## config.mk

```make
export PLATFORM = sky130hd
export DESIGN_NAME = fetch_queue_flat
export DESIGN_NICKNAME = d
export VERILOG_FILES = /design/src/rtl/fetch_queue_if.sv /design/src/rtl/fetch_queue.sv /design/src/flat_wrapper.sv
export SDC_FILE = /design/constraint.sdc
export NUM_CORES = 1
export LEC_CHECK = 0
export CAP_MARGIN = 20
export CORE_MARGIN = 2
export CORE_UTILIZATION = 60
export DETAILED_ROUTE_END_ITERATION = 8
export PLACE_DENSITY = 0.92
export SKIP_CTS_REPAIR_TIMING = 1
export SYNTH_ARGS = -nofsm -noshare
export SYNTH_HDL_FRONTEND = slang
export SYNTH_SLANG_ARGS = --single-unit
```

## constraint.sdc

```tcl
create_clock -name i_clk -period 11.1 [get_ports i_clk]
set_input_delay 2.22 -clock i_clk [delete_from_list [all_inputs] [get_ports i_clk]]
set_output_delay 2.22 -clock i_clk [all_outputs]
set_load 0.05 [all_outputs]
```

## src/rtl/fetch_queue_if.sv

```systemverilog
// Fetch-to-issue queue bundle: packet type plus the handshake interface shared by
// fetch (master side) and the queue (slave side).
package fetch_queue_pkg;
  typedef struct packed {
    logic [31:0] pc;
    logic [31:0] instr;
    logic        pred_taken;
  } pipe_in_t;
endpackage

interface fetch_queue_if
  import fetch_queue_pkg::*;
#(
  parameter int unsigned DEPTH = 4
) ();
  localparam int unsigned CNT_W = $clog2(DEPTH + 1);

  logic             flush;
  logic             in_valid;
  logic             in_squash;
  pipe_in_t         in_data;
  logic             in_ready;
  logic             out_valid;
  pipe_in_t         out_data;
  logic             out_yumi;
  logic [CNT_W-1:0] count;

  modport master (
    output flush, in_valid, in_squash, in_data, out_yumi,
    input  in_ready, out_valid, out_data, count
  );

  modport slave (
    input  flush, in_valid, in_squash, in_data, out_yumi,
    output in_ready, out_valid, out_data, count
  );
endinterface

```

## src/rtl/fetch_queue.sv

```systemverilog
// Decoupling FIFO between fetch and issue; holds the head packet until issue takes it
// and squashes everything on a mispredict flush.
module fetch_queue
  import fetch_queue_pkg::*;
#(
  parameter int unsigned DEPTH = 4
) (
  input  logic          i_clk,
  input  logic          i_reset,  // synchronous, active-low
  fetch_queue_if.slave  bus
);
  localparam int unsigned PTR_W = $clog2(DEPTH);
  localparam int unsigned CNT_W = $clog2(DEPTH + 1);

  pipe_in_t         r_mem [DEPTH];
  logic [PTR_W-1:0] r_head;
  logic [PTR_W-1:0] r_tail;
  logic [CNT_W-1:0] r_count;

  logic w_full;
  logic w_empty;
  logic w_push;
  logic w_pop;

  // Status comes only from registered count, so a same-cycle pop never frees a slot.
  assign w_full  = (r_count == CNT_W'(DEPTH));
  assign w_empty = (r_count == '0);
  assign w_push  = bus.in_valid & ~w_full & ~bus.in_squash & ~bus.flush;
  assign w_pop   = bus.out_yumi & ~w_empty & ~bus.flush;

  always_ff @(posedge i_clk) begin
    if (!i_reset) begin
      r_head  <= '0;
      r_tail  <= '0;
      r_count <= '0;
      for (int i = 0; i < int'(DEPTH); i++) begin
        r_mem[i] <= '0;
      end
    end else if (bus.flush) begin
      r_head  <= '0;
      r_tail  <= '0;
      r_count <= '0;
    end else begin
      if (w_push) begin
        r_mem[r_tail] <= bus.in_data;
        r_tail        <= r_tail + PTR_W'(1);
      end
      if (w_pop) begin
        r_head <= r_head + PTR_W'(1);
      end
      if (w_push && !w_pop) begin
        r_count <= r_count + CNT_W'(1);
      end else if (w_pop && !w_push) begin
        r_count <= r_count - CNT_W'(1);
      end
    end
  end

  assign bus.in_ready  = ~w_full;
  assign bus.out_valid = ~w_empty;
  assign bus.out_data  = w_empty ? '0 : r_mem[r_head];
  assign bus.count     = r_count;

  a_count_bound : assert property (@(posedge i_clk) disable iff (!i_reset)
    r_count <= CNT_W'(DEPTH));
  a_empty_valid : assert property (@(posedge i_clk) disable iff (!i_reset)
    (r_count == '0) == !bus.out_valid);
  a_full_ready : assert property (@(posedge i_clk) disable iff (!i_reset)
    (r_count == CNT_W'(DEPTH)) == !bus.in_ready);
endmodule

```

## src/flat_wrapper.sv

```systemverilog
// flat-port wrapper written by rule: the top's interface ports become plain ports
module fetch_queue_flat import fetch_queue_pkg::*;
#(
  parameter int unsigned DEPTH = 4
)
  (i_clk, i_reset, bus_flush, bus_in_valid, bus_in_squash, bus_in_data, bus_out_yumi, bus_in_ready, bus_out_valid, bus_out_data, bus_count);
  fetch_queue_if #(.DEPTH(DEPTH)) bus_i ();
  input  logic i_clk;
  input  logic i_reset;
  input wire logic [$bits(bus_i.flush)-1:0] bus_flush;
  input wire logic [$bits(bus_i.in_valid)-1:0] bus_in_valid;
  input wire logic [$bits(bus_i.in_squash)-1:0] bus_in_squash;
  input wire logic [$bits(bus_i.in_data)-1:0] bus_in_data;
  input wire logic [$bits(bus_i.out_yumi)-1:0] bus_out_yumi;
  output wire logic [$bits(bus_i.in_ready)-1:0] bus_in_ready;
  output wire logic [$bits(bus_i.out_valid)-1:0] bus_out_valid;
  output wire logic [$bits(bus_i.out_data)-1:0] bus_out_data;
  output wire logic [$bits(bus_i.count)-1:0] bus_count;
  assign bus_i.flush = bus_flush;
  assign bus_i.in_valid = bus_in_valid;
  assign bus_i.in_squash = bus_in_squash;
  assign bus_i.in_data = bus_in_data;
  assign bus_i.out_yumi = bus_out_yumi;
  assign bus_in_ready = bus_i.in_ready;
  assign bus_out_valid = bus_i.out_valid;
  assign bus_out_data = bus_i.out_data;
  assign bus_count = bus_i.count;
  fetch_queue #(.DEPTH(DEPTH)) u_core (.i_clk(i_clk), .i_reset(i_reset), .bus(bus_i));
endmodule
```

# Word-level counts from Yosys, hierarchy flattened
# Memories as Yosys holds them, arrays and structs flattened. A register that Yosys moved wholly into a read port is not among the register bits.
# Index checks and enable logic that the tools add are counted.
# word_totals
memories	1
mem_bits_rw	260
ff_bits	7
# classes
eq_ne	1
n_mux	13
n_addsub	4
n_bitwise	10
n_reduce_logical	8
# memory_table
memory	depth	word_bits	rd	rd_ports_with_merged_regs	wr	line_no	text
u_core.r_mem	4	65	1	1	4	fetch_queue.sv:15	pipe_in_t r_mem [DEPTH];
# ops
operator	n
2-to-1 mux 65 bit	2
OR reduction 65 bit	1
2-to-1 mux 1 bit	6
2-to-1 mux 2 bit	3
2-to-1 mux 3 bit	2
AND 1 bit	5
NOT 1 bit	5
adder 2 x 1 -> 2 bit (second input constant)	2
adder 3 x 1 -> 3 bit (second input constant)	1
== test 3 bit (second input constant)	1
logical NOT 3 bit	1
subtractor 3 x 1 -> 3 bit (second input constant)	1
logical AND 1 bit	2
logical NOT 1 bit	2
nonzero test 2 bit	1
OR reduction 2 bit	1

# Depth between registers and ports, before layout
# Gate-level depths: netlist (run 1).
# depth
ltp_word	11
depth_mapped	12
depth_no_buf	10

# Worst setup path before layout (run 1)
# Ideal clock, no wire load.
# synth_timing
path_kind	input to register
from	input bus_flush
to	memory u_core.r_mem[1][0] (netlist name) (enable)
path_slack_ns	5.856
t_required_ns	10.676
stages	6
n_path_buf	3
t_arrival_ns	4.819
cell_sequence	or3b_1 > or4_1 > clkbuf_1 > buf_6 > buf_6 > nand2_1
# synth_lines
element	line_no	text
start: declaration	flat_wrapper.sv:10	input wire logic [$bits(bus_i.flush)-1:0] bus_flush;
end: declaration	fetch_queue.sv:15	

==> results.sh, run 1 <==
export IMPL_hold_viol_final=0
export IMPL_setup_ws_ps=5397
export IMPL_ant_nets=0
export IMPL_place_gp_congestion=0.7360
export IMPL_grt_usage_pct=25.28
export IMPL_clk_pin_slew_ps=70
export IMPL_coreArea_um2=19270
export IMPL_outcome="finished clean"
export IMPL_cp_top_family="buffers and inverters"
export IMPL_fin_nets=1011
export IMPL_slew_limit_headroom_pct=30.34
export IMPL_clockBufferDepth=3
export IMPL_place_inst=1176
export IMPL_power_density_nw_per_um2=153.0
export IMPL_synth_top_family_by_area="simple AND/OR/NAND/NOR gates"
export IMPL_area_growth_pct=19.78
export IMPL_grt_ovfl_total=0
export IMPL_netlist_area_leader_share_pct=66.84
export IMPL_seq_area_frac_synth_pct=68.38
export IMPL_stdcell_count=1218
export IMPL_maxCapViolations=0
export IMPL_num_antenna_cells=0
export IMPL_synthMuxAreaShare_pct=12.62
export IMPL_dpl_worst_slack_ps=5766
export IMPL_die_h_um=143.5
export IMPL_port_buffers=140
export IMPL_worst_r2r_endpoint="u_core.r_mem[2][43]"
export IMPL_path_max_fanout=46
export IMPL_dp_hpwl_um=13650
export IMPL_netlist_area_um2=11680
export IMPL_grt_pass1_wl_um=39440
export IMPL_synthArstFlopShare_pct=0
export IMPL_end_kind="primary output"
export IMPL_max_freq_ghz=0.1753
export IMPL_ys_ff_latch=269
export IMPL_drc=0
export IMPL_p_leak_uw=0.004812
export IMPL_synth_compound_area_share_pct=0.4177
export IMPL_wl_per_cell_um=21.16
export IMPL_start_util_pct=60.62
export IMPL_drive_gt1_share_pct=15.22
export IMPL_cts_buffers=24
export IMPL_grt_pass1_vias=7219
export IMPL_die_x_um=143.5
export IMPL_final_setup_viol_count=0
export IMPL_yosys_area_share_adder_pct=0.2785
export IMPL_fin_worst_skew_ps=7.218
export IMPL_syn_avg_cell_area_um2=14.18
export IMPL_io_pins=141
export IMPL_antenna_found_initial=1
export IMPL_fp_dieArea_um2=20600
export IMPL_vias=7182
export IMPL_clock_sinks=269
export IMPL_routed_wl_um=25770
export IMPL_min_period_over_period_pct=51.38
export IMPL_worstHoldPathCells=2
export IMPL_required_ps=8880
export IMPL_synthXorXnorAreaFrac_pct=0.2999
export IMPL_synth_distinct_cells=27
export IMPL_arrival_ps=3480
export IMPL_row_count=51
export IMPL_yosysWarnings=0
export IMPL_dr_pass1_iters=5
export IMPL_rsz0062_at_grt="no"
export IMPL_crit_chain="buf_4 > mux4_2 > and2_1 > clkdlybuf4s50_1"
export IMPL_worst_pin_slew_ps=1045
export IMPL_cp_num_buf_inv=2
export IMPL_synthSimpleGateAreaFrac_pct=15.57
export IMPL_syn_num_nets=897
export IMPL_synth_enable_flop_cells=260
export IMPL_synth_cells=824
export IMPL_slew_viol_final=0
export IMPL_total_power_uw=2140
export IMPL_synth_area_leaders="edfxtp_1 67%, mux4_2 13%, nor2_1 7.6%"
export IMPL_r2r_slack_ps=7950
export IMPL_period_minus_slack_ps=5703
export IMPL_cts_tree="done"
export IMPL_min_path_type="flop to flop"
export IMPL_finalSetupTns_ps=0
export IMPL_cpPeakStageDelay_ps=820
export IMPL_htreeDepth=1
export IMPL_worstHoldStart="u_core.r_head[1]"
export IMPL_synth_flop_cell="edfxtp_1"
export IMPL_r2r_cells=5
export IMPL_vdd_drop_max_mv=0.1073
export IMPL_r2r_start="u_core.bus.count[2]"
export IMPL_cts_root_buf="clkbuf_16"
export IMPL_start_kind="flop"
export IMPL_drt_iter0_markers=657
export IMPL_viasPerCell=5.897
export IMPL_clkLatencyLatePin_ps=510
export IMPL_cp_slowest_cell="buf_4"
export IMPL_grt_max_degree=71
export IMPL_criticalPathCategory="flop to primary output"
export IMPL_synth_largest_area_cell="edfxtp_1"
export IMPL_path_depth=4
[sequential cells by signal, indices dropped and copies added, names as in the netlist, named ones only]
name and cells:
u_core.bus.count 3, u_core.r_mem 260, u_core.r_head 2, u_core.r_tail 2
[power breakdown]
part | internal (uW) | switching, uW
registers | 1150 | 13.5
logic | 68.7 | 113
clock network | 449 | 344
[how the worst max path moves through the flow]
stage / end / from
after floorplan: u_core.r_mem[1][0] / bus_flush
after global placement: u_core.r_mem[0][29] / bus_flush
after detailed placement: u_core.r_mem[0][29] / bus_flush
after CTS: bus_out_data[44] / flop
after global routing: bus_out_data[44] / flop
final: bus_out_data[44] / flop
[final cells by class]
| class | count | area (um2) |
|---|---|---|
| flip-flops and latches | 269 | 7995 |
| fillers | 1161 | 5279 |
| multi-input cells | 492 | 3448 |
| repair buffers | 146 | 1454 |
| clock buffers | 34 | 679.4 |
| well taps | 265 | 331.6 |
| clock inverters | 7 | 65.06 |
| inverters | 5 | 18.77 |
[metal layers]
metal	track usage (%)	part of all wire (%)
met5	0	0.043
met4	8.927	2.9
met1	34.69	38
met2	42.16	51
met3	3.665	7.7
[cell usage after synthesis (2+ instances only)]
cell type	number
nor2_2	29
o21ai_0	2
clkbuf_1	30
buf_6	4
buf_2	14
nand2_1	71
or4_1	2
or3_1	2
nand4_1	2
a21oi_1	3
nor2_1	236
mux4_2	65
and2_1	65
o31ai_1	2
xor2_1	4
nand3_1	2
buf_1	10
inv_1	5
dfxtp_1	9
edfxtp_1	260
[through the flow]
stage	cell area, um2	utilization (%)	hold WS, ps
finish	13990	72.61	540.8
global route	13990	72.61	572.4
CTS	13970	72.50	542.4
detailed placement	13230	68.64	517.9
global placement	13230	68.64	491.5
floorplan	11680	-	472.6
[worst reg2reg max path, stage by stage (launching register included)]
cell,delay (ps)
dfxtp_1,430
nor3b_2,390
inv_1,210
nand4_1,160
buf_4,650
nand2_4,790
[cell families (layout without fill, tap and decap cells)]
group,count (synthesis),in the layout
buf+inv,63,192
flops,269,269
xor+xnor,4,4
compound gates,8,8
simple gates,412,412
fa+ha+maj,2,2
mux,66,66
[layout by cell type (no fill, tap or decap), types with 2 or more instances in the layout]
cell type / netlist / final
edfxtp_1: 260 / 260
nand4_1: 2 / 2
and2_1: 65 / 65
clkbuf_16: 0 / 25
nor2_1: 236 / 236
o31ai_1: 2 / 2
nand3_1: 2 / 2
o21ai_0: 2 / 2
clkinv_2: 0 / 3
clkbuf_1: 30 / 7
clkbuf_8: 0 / 2
a21oi_1: 3 / 3
nor2_2: 29 / 29
dfxtp_1: 9 / 7
buf_4: 0 / 5
inv_1: 5 / 5
clkdlybuf4s50_1: 0 / 139
nand2_1: 71 / 66
nand2_4: 0 / 4
dfxtp_4: 0 / 2
mux4_2: 65 / 65
xor2_1: 4 / 4
No activity file was read; power rests on OpenSTA's default activity.
==> run 2: changes to the inputs <==
--- a/config.mk
+++ b/config.mk
@@ -7,9 +7,9 @@
 export LEC_CHECK = 0
 export CAP_MARGIN = 20
 export CORE_MARGIN = 2
-export CORE_UTILIZATION = 60
+export CORE_UTILIZATION = 50
 export DETAILED_ROUTE_END_ITERATION = 8
-export PLACE_DENSITY = 0.92
+export PLACE_DENSITY = 0.83
 export SKIP_CTS_REPAIR_TIMING = 1
 export SYNTH_ARGS = -nofsm -noshare
 export SYNTH_HDL_FRONTEND = slang
==> constraint.sdc (replaced) <==
create_clock -name i_clk -period 4.9 [get_ports i_clk]
set_input_delay 0.98 -clock i_clk [delete_from_list [all_inputs] [get_ports i_clk]]
set_output_delay 0.98 -clock i_clk [all_outputs]
set_load 0.05 [all_outputs]
==> run 2 against run 1 <==
Against the previous run:
- via count fell by 4.2%
- power rose by 130%
- sequential power rose by 130%
- clock skew rose by 2.2 ps
- worst setup slack got worse by 4600 ps
- flip-flop and latch count did not move
- global-route usage fell by 4.3 points
- sequential share of layout area fell by 0.56 points
- core utilization fell by 11 points
- cell count rose by 4.7%
- first-iteration DRC count fell by 33%
- wire length fell by 2.2%
- highest routed layer is now met4
==> results.sh, run 2 (synthesis results as in run 1) <==
export IMPL_ant_nets=0
export IMPL_dp_hpwl_um=13460
export IMPL_start_kind="flop"
export IMPL_final_setup_viol_count=0
export IMPL_worst_hold_slack_ps=513.8
export IMPL_maxCapViolations=0
export IMPL_grt_pass1_vias=7198
export IMPL_max_freq_ghz=0.2433
export IMPL_drc=0
export IMPL_criticalPathCategory="flop to primary output"
export IMPL_layout_commonest_cell="edfxtp_1"
export IMPL_port_buffers=140
export IMPL_p_leak_uw=0.004845
export IMPL_antenna_found_initial=0
export IMPL_vdd_drop_max_mv=0.2603
export IMPL_grt_usage_pct=21.02
export IMPL_grt_max_degree=68
export IMPL_path_max_fanout=42
export IMPL_rsz0062_at_grt="no"
export IMPL_die_x_um=156.8
export IMPL_grt_ovfl_total=0
export IMPL_start_util_pct=51.28
export IMPL_utilization_pct=62.04
export IMPL_largest_reg_flops=260
export IMPL_coreArea_um2=22780
export IMPL_power_density_nw_per_um2=348.6
export IMPL_grt_pass1_wl_um=39180
export IMPL_r2r_slack_ps=2030
export IMPL_htreeDepth=1
export IMPL_vias=6879
export IMPL_clockBufferDepth=3
export IMPL_cpPeakStageDelay_ps=720
export IMPL_hold_viol_final=0
export IMPL_end_kind="primary output"
export IMPL_worst_r2r_endpoint="u_core.bus.count[2]"
export IMPL_r2r_start="u_core.bus.count[0]"
export IMPL_clkLatencyLatePin_ps=530
export IMPL_min_path_type="flop to flop"
export IMPL_slew_viol_final=0
export IMPL_most_common_layout_cells="260 x edfxtp_1, 236 x nor2_1, 139 x clkdlybuf4s50_1"
export IMPL_viasPerCell=5.395
export IMPL_place_gp_congestion=0.7052
export IMPL_slew_limit_headroom_pct=29.08
export IMPL_arrival_ps=3130
export IMPL_fillerInstances=1706
export IMPL_fp_dieArea_um2=24600
export IMPL_finalSetupTns_ps=0
export IMPL_cts_tree="done"
export IMPL_die_h_um=156.8
export IMPL_outcome="finished clean"
export IMPL_fin_worst_skew_ps=9.397
export IMPL_cp_slowest_cell="clkdlybuf4s50_1"
export IMPL_crit_end="bus_out_data[54]"
export IMPL_row_count=55
export IMPL_min_period_over_period_pct=83.88
export IMPL_num_antenna_cells=0
export IMPL_cts_buffers=27
export IMPL_wl_per_cell_um=19.78
export IMPL_clk_pin_slew_ps=60
export IMPL_area_growth_pct=20.97
export IMPL_r2r_cells=9
export IMPL_worst_pin_slew_ps=1064
export IMPL_cts_root_buf="clkbuf_16"
export IMPL_fin_nets=1015
export IMPL_top_register="u_core.r_mem"
export IMPL_drive_gt1_share_pct=15.07
export IMPL_dr_pass1_iters=5
export IMPL_crit_chain="buf_12 > mux4_2 > and2_1 > clkdlybuf4s50_1"
export IMPL_drt_iter0_markers=440
export IMPL_required_ps=3920
export IMPL_period_minus_slack_ps=4110
export IMPL_clock_sinks=269
export IMPL_routed_wl_um=25220
export IMPL_io_pins=141
[run 2: metal layers]
layer,vias to the layer above,wire (um),global-route usage (%)
li1,3166,-,-
met1,3427,10040,28.41
met2,251,13110,36.55
met3,35,1641,2.825
met4,0,427,4.893
met5,-,0,0
[run 2: area by class of cell]
type | count | area [um2] | area share (%)
repair buffers | 147 | 1484 | 10.50
clock inverters | 10 | 72.57 | 0.5135
well taps | 313 | 391.6 | 2.771
flip-flops and latches | 269 | 7995 | 56.58
multi-input cells | 492 | 3448 | 24.40
clock buffers | 39 | 720.7 | 5.100
inverters | 5 | 18.77 | 0.1328
[run 2: how the worst min path moves through the flow]
| stage | startpoint | depth (start not counted) | slack (ps) | end |
|---|---|---|---|---|
| final | u_core.r_tail[0] | 2 | 510 | u_core.r_tail[0] |
| after global routing | u_core.r_tail[0] | 2 | 540 | u_core.r_tail[0] |
| after CTS | u_core.r_tail[0] | 2 | 520 | u_core.r_tail[0] |
| after detailed placement | u_core.r_tail[0] | 2 | 510 | u_core.r_tail[0] |
| after global placement | u_core.r_tail[0] | 2 | 490 | u_core.r_tail[0] |
| after floorplan | u_core.r_tail[0] | 2 | 470 | u_core.r_tail[0] |
[run 2: power breakdown]
part	total [uW]	leakage, uW	switching, uW	internal [uW]
clock	1880	0.000385	808	1070
combinational	409	0.00168	252	157
sequential	2640	0.00278	28.0	2610
[run 2: stage by stage]
stage	total power (uW)	instance area [um2]	instances	worst slack, ps
6_report	4926	14130	1275	790.0
2_1_floorplan	2927	11680	824	896.2
5_1_grt	5080	14130	1275	599.5
3_5_place_dp	3100	13310	1225	1196
4_1_cts	4952	14100	1274	711.8
3_3_place_gp	3088	13310	1225	1222
[run 2: worst max-delay path: cells and delay by family, from the launching register on]
kind	cells	cell delay, ps
DFF	1	680
and+or+nand+nor	1	210
muxes	1	540
buffers and inverters	2	1130
==> run 3: changes to the inputs <==
==> constraint.sdc (replaced) <==
create_clock -name i_clk -period 3.3 [get_ports i_clk]
set_input_delay 0.66 -clock i_clk [delete_from_list [all_inputs] [get_ports i_clk]]
set_output_delay 0.66 -clock i_clk [all_outputs]
set_load 0.05 [all_outputs]
==> run 3 against run 2 <==
Against the previous run:
- non-clock buffer count grew 18
- flip-flop and latch count unchanged
- global-route usage increased by 0.70 points
- design area grew 1.9%
- core utilization increased by 1.2 points
- sequential power rose by 48%
- combinational power is 55% higher
- critical path type unchanged
- critical endpoint is now bus_out_data[12]
- largest cell class unchanged
- highest routed layer unchanged
==> results.sh, run 3 (synthesis results as in run 1) <==
export IMPL_die_x_um=156.8
export IMPL_criticalPathCategory="flop to primary output"
export IMPL_routed_wl_um=26240
export IMPL_clk_pin_slew_ps=60
export IMPL_place_gp_congestion=0.7873
export IMPL_top_register="u_core.r_mem"
export IMPL_layout_commonest_cell="edfxtp_1"
export IMPL_hold_viol_final=0
export IMPL_fin_nets=1033
export IMPL_drive_gt1_share_pct=21.63
export IMPL_fillerInstances=1637
export IMPL_outcome="finished clean"
export IMPL_dp_hpwl_um=15720
export IMPL_pwr_share_comb_pct=8.3
export IMPL_fp_dieArea_um2=24600
export IMPL_vdd_drop_max_mv=0.3258
export IMPL_grt_ovfl_total=0
export IMPL_grt_pass1_vias=7356
export IMPL_cts_buffers=27
export IMPL_most_common_layout_cells="260 x edfxtp_1, 236 x nor2_1, 79 x clkdlybuf4s50_1"
export IMPL_viasPerCell=5.507
export IMPL_sequentialPowerShare_pct=51.2
export IMPL_start_util_pct=51.28
export IMPL_power_share_clock_pct=40.5
export IMPL_fin_worst_skew_ps=14.43
export IMPL_grt_pass1_wl_um=40340
export IMPL_clockBufferDepth=3
export IMPL_start_kind="flop"
export IMPL_wl_per_cell_um=20.29
export IMPL_worst_pin_slew_ps=851.2
export IMPL_row_count=55
export IMPL_utilization_pct=63.21
export IMPL_period_minus_slack_ps=3161
export IMPL_clkLatencyLatePin_ps=530
export IMPL_arrival_ps=2500
export IMPL_largest_reg_flops=260
export IMPL_required_ps=2640
export IMPL_rsz0062_at_grt="no"
export IMPL_switching_power_uw=1659
export IMPL_internal_power_uw=5980
export IMPL_die_h_um=156.8
export IMPL_max_freq_ghz=0.3164
export IMPL_slew_limit_headroom_pct=43.25
export IMPL_port_buffers=140
export IMPL_final_setup_viol_count=0
export IMPL_num_antenna_cells=0
export IMPL_dr_pass1_iters=5
export IMPL_grt_usage_pct=21.72
export IMPL_drc=0
export IMPL_area_growth_pct=23.26
export IMPL_worst_hold_slack_ps=538.4
export IMPL_slew_viol_final=0
export IMPL_power_density_nw_per_um2=530.5
export IMPL_drt_iter0_markers=554
export IMPL_vias=7121
export IMPL_cts_tree="done"
export IMPL_end_kind="primary output"
export IMPL_clock_sinks=269
export IMPL_coreArea_um2=22780
export IMPL_htreeDepth=1
export IMPL_total_power_uw=7639
export IMPL_min_path_type="flop to flop"
export IMPL_io_pins=141
export IMPL_path_max_fanout=33
export IMPL_cts_root_buf="clkbuf_16"
export IMPL_p_leak_uw=0.005438
export IMPL_antenna_found_initial=0
export IMPL_min_period_over_period_pct=95.79
export IMPL_swShare_pct=21.72
export IMPL_grt_max_degree=66
export IMPL_maxCapViolations=0
export IMPL_ant_nets=0
## run 3: cell count changes in the layout (fill, tap and decap cells not counted), moves of 2 or more
cell / before / now
bufinv_16: 1 / 4
clkinv_2: 3 / 5
clkbuf_1: 12 / 7
dlymetal6s2s_1: 0 / 19
buf_12: 1 / 9
clkinvlp_4: 0 / 2
clkbuf_8: 0 / 2
clkdlybuf4s50_1: 139 / 79
clkinv_1: 5 / 2
buf_4: 6 / 58
## run 3: path summary, 6_finish.rpt
check / start / end / slack, ps / depth (start not counted)
max: flop / bus_out_data[12] / 140 / 3
min: u_core.r_head[0] / flop / 540 / 2
max reg2reg: u_core.bus.count[0] / u_core.bus.count[2] / 610 / 9
min reg2reg: u_core.r_head[0] / flop / 540 / 2
## run 3: power by group through the flow
| stage | registers, uW | logic (uW) | clock network, uW |
|---|---|---|---|
| after floorplan | 3980 | 366 | 0 |
| after global placement | 3970 | 631 | 0 |
| after detailed placement | 3990 | 638 | 0 |
| after CTS | 3910 | 642 | 3120 |
| after global routing | 3920 | 677 | 3250 |
| final | 3910 | 635 | 3090 |
## run 3: final cells by class
class / count / area (um2) / area share (%)
Sequential cell: 269 / 7995 / 55.53
Inverter: 5 / 18.77 / 0.1303
Clock buffer: 36 / 729.5 / 5.066
Clock inverter: 13 / 167.7 / 1.164
Multi-Input combinational cell: 492 / 3452 / 23.97
Tap cell: 313 / 391.6 / 2.720
Timing Repair Buffer: 165 / 1644 / 11.42
## run 3: per-layer routing
layer  GRT usage (%)  wire, um  up-vias
met2           39.31     14000      273
met5               0         0        -
li1                -         -     3199
met1           27.00      9881     3606
met3           3.019      1593       43
met4           6.990       766        0
## run 3: worst max-delay path, cell delays in order, from the launching register on
cell and delay (ps):
dfxtp_4 670, mux4_2 390, and2_1 190, clkdlybuf4s50_1 710
## run 3: through the flow
step	cell area (um2)	TNS (ps)	cells	setup slack, ps
after global placement	13450	0	1244	316.9
after detailed placement	13450	0	1244	265.0
after global routing	14400	0	1293	26.71
after floorplan	11690	0	824	36.31
after CTS	14350	-1717	1293	-317.7
final	14400	0	1293	139.0
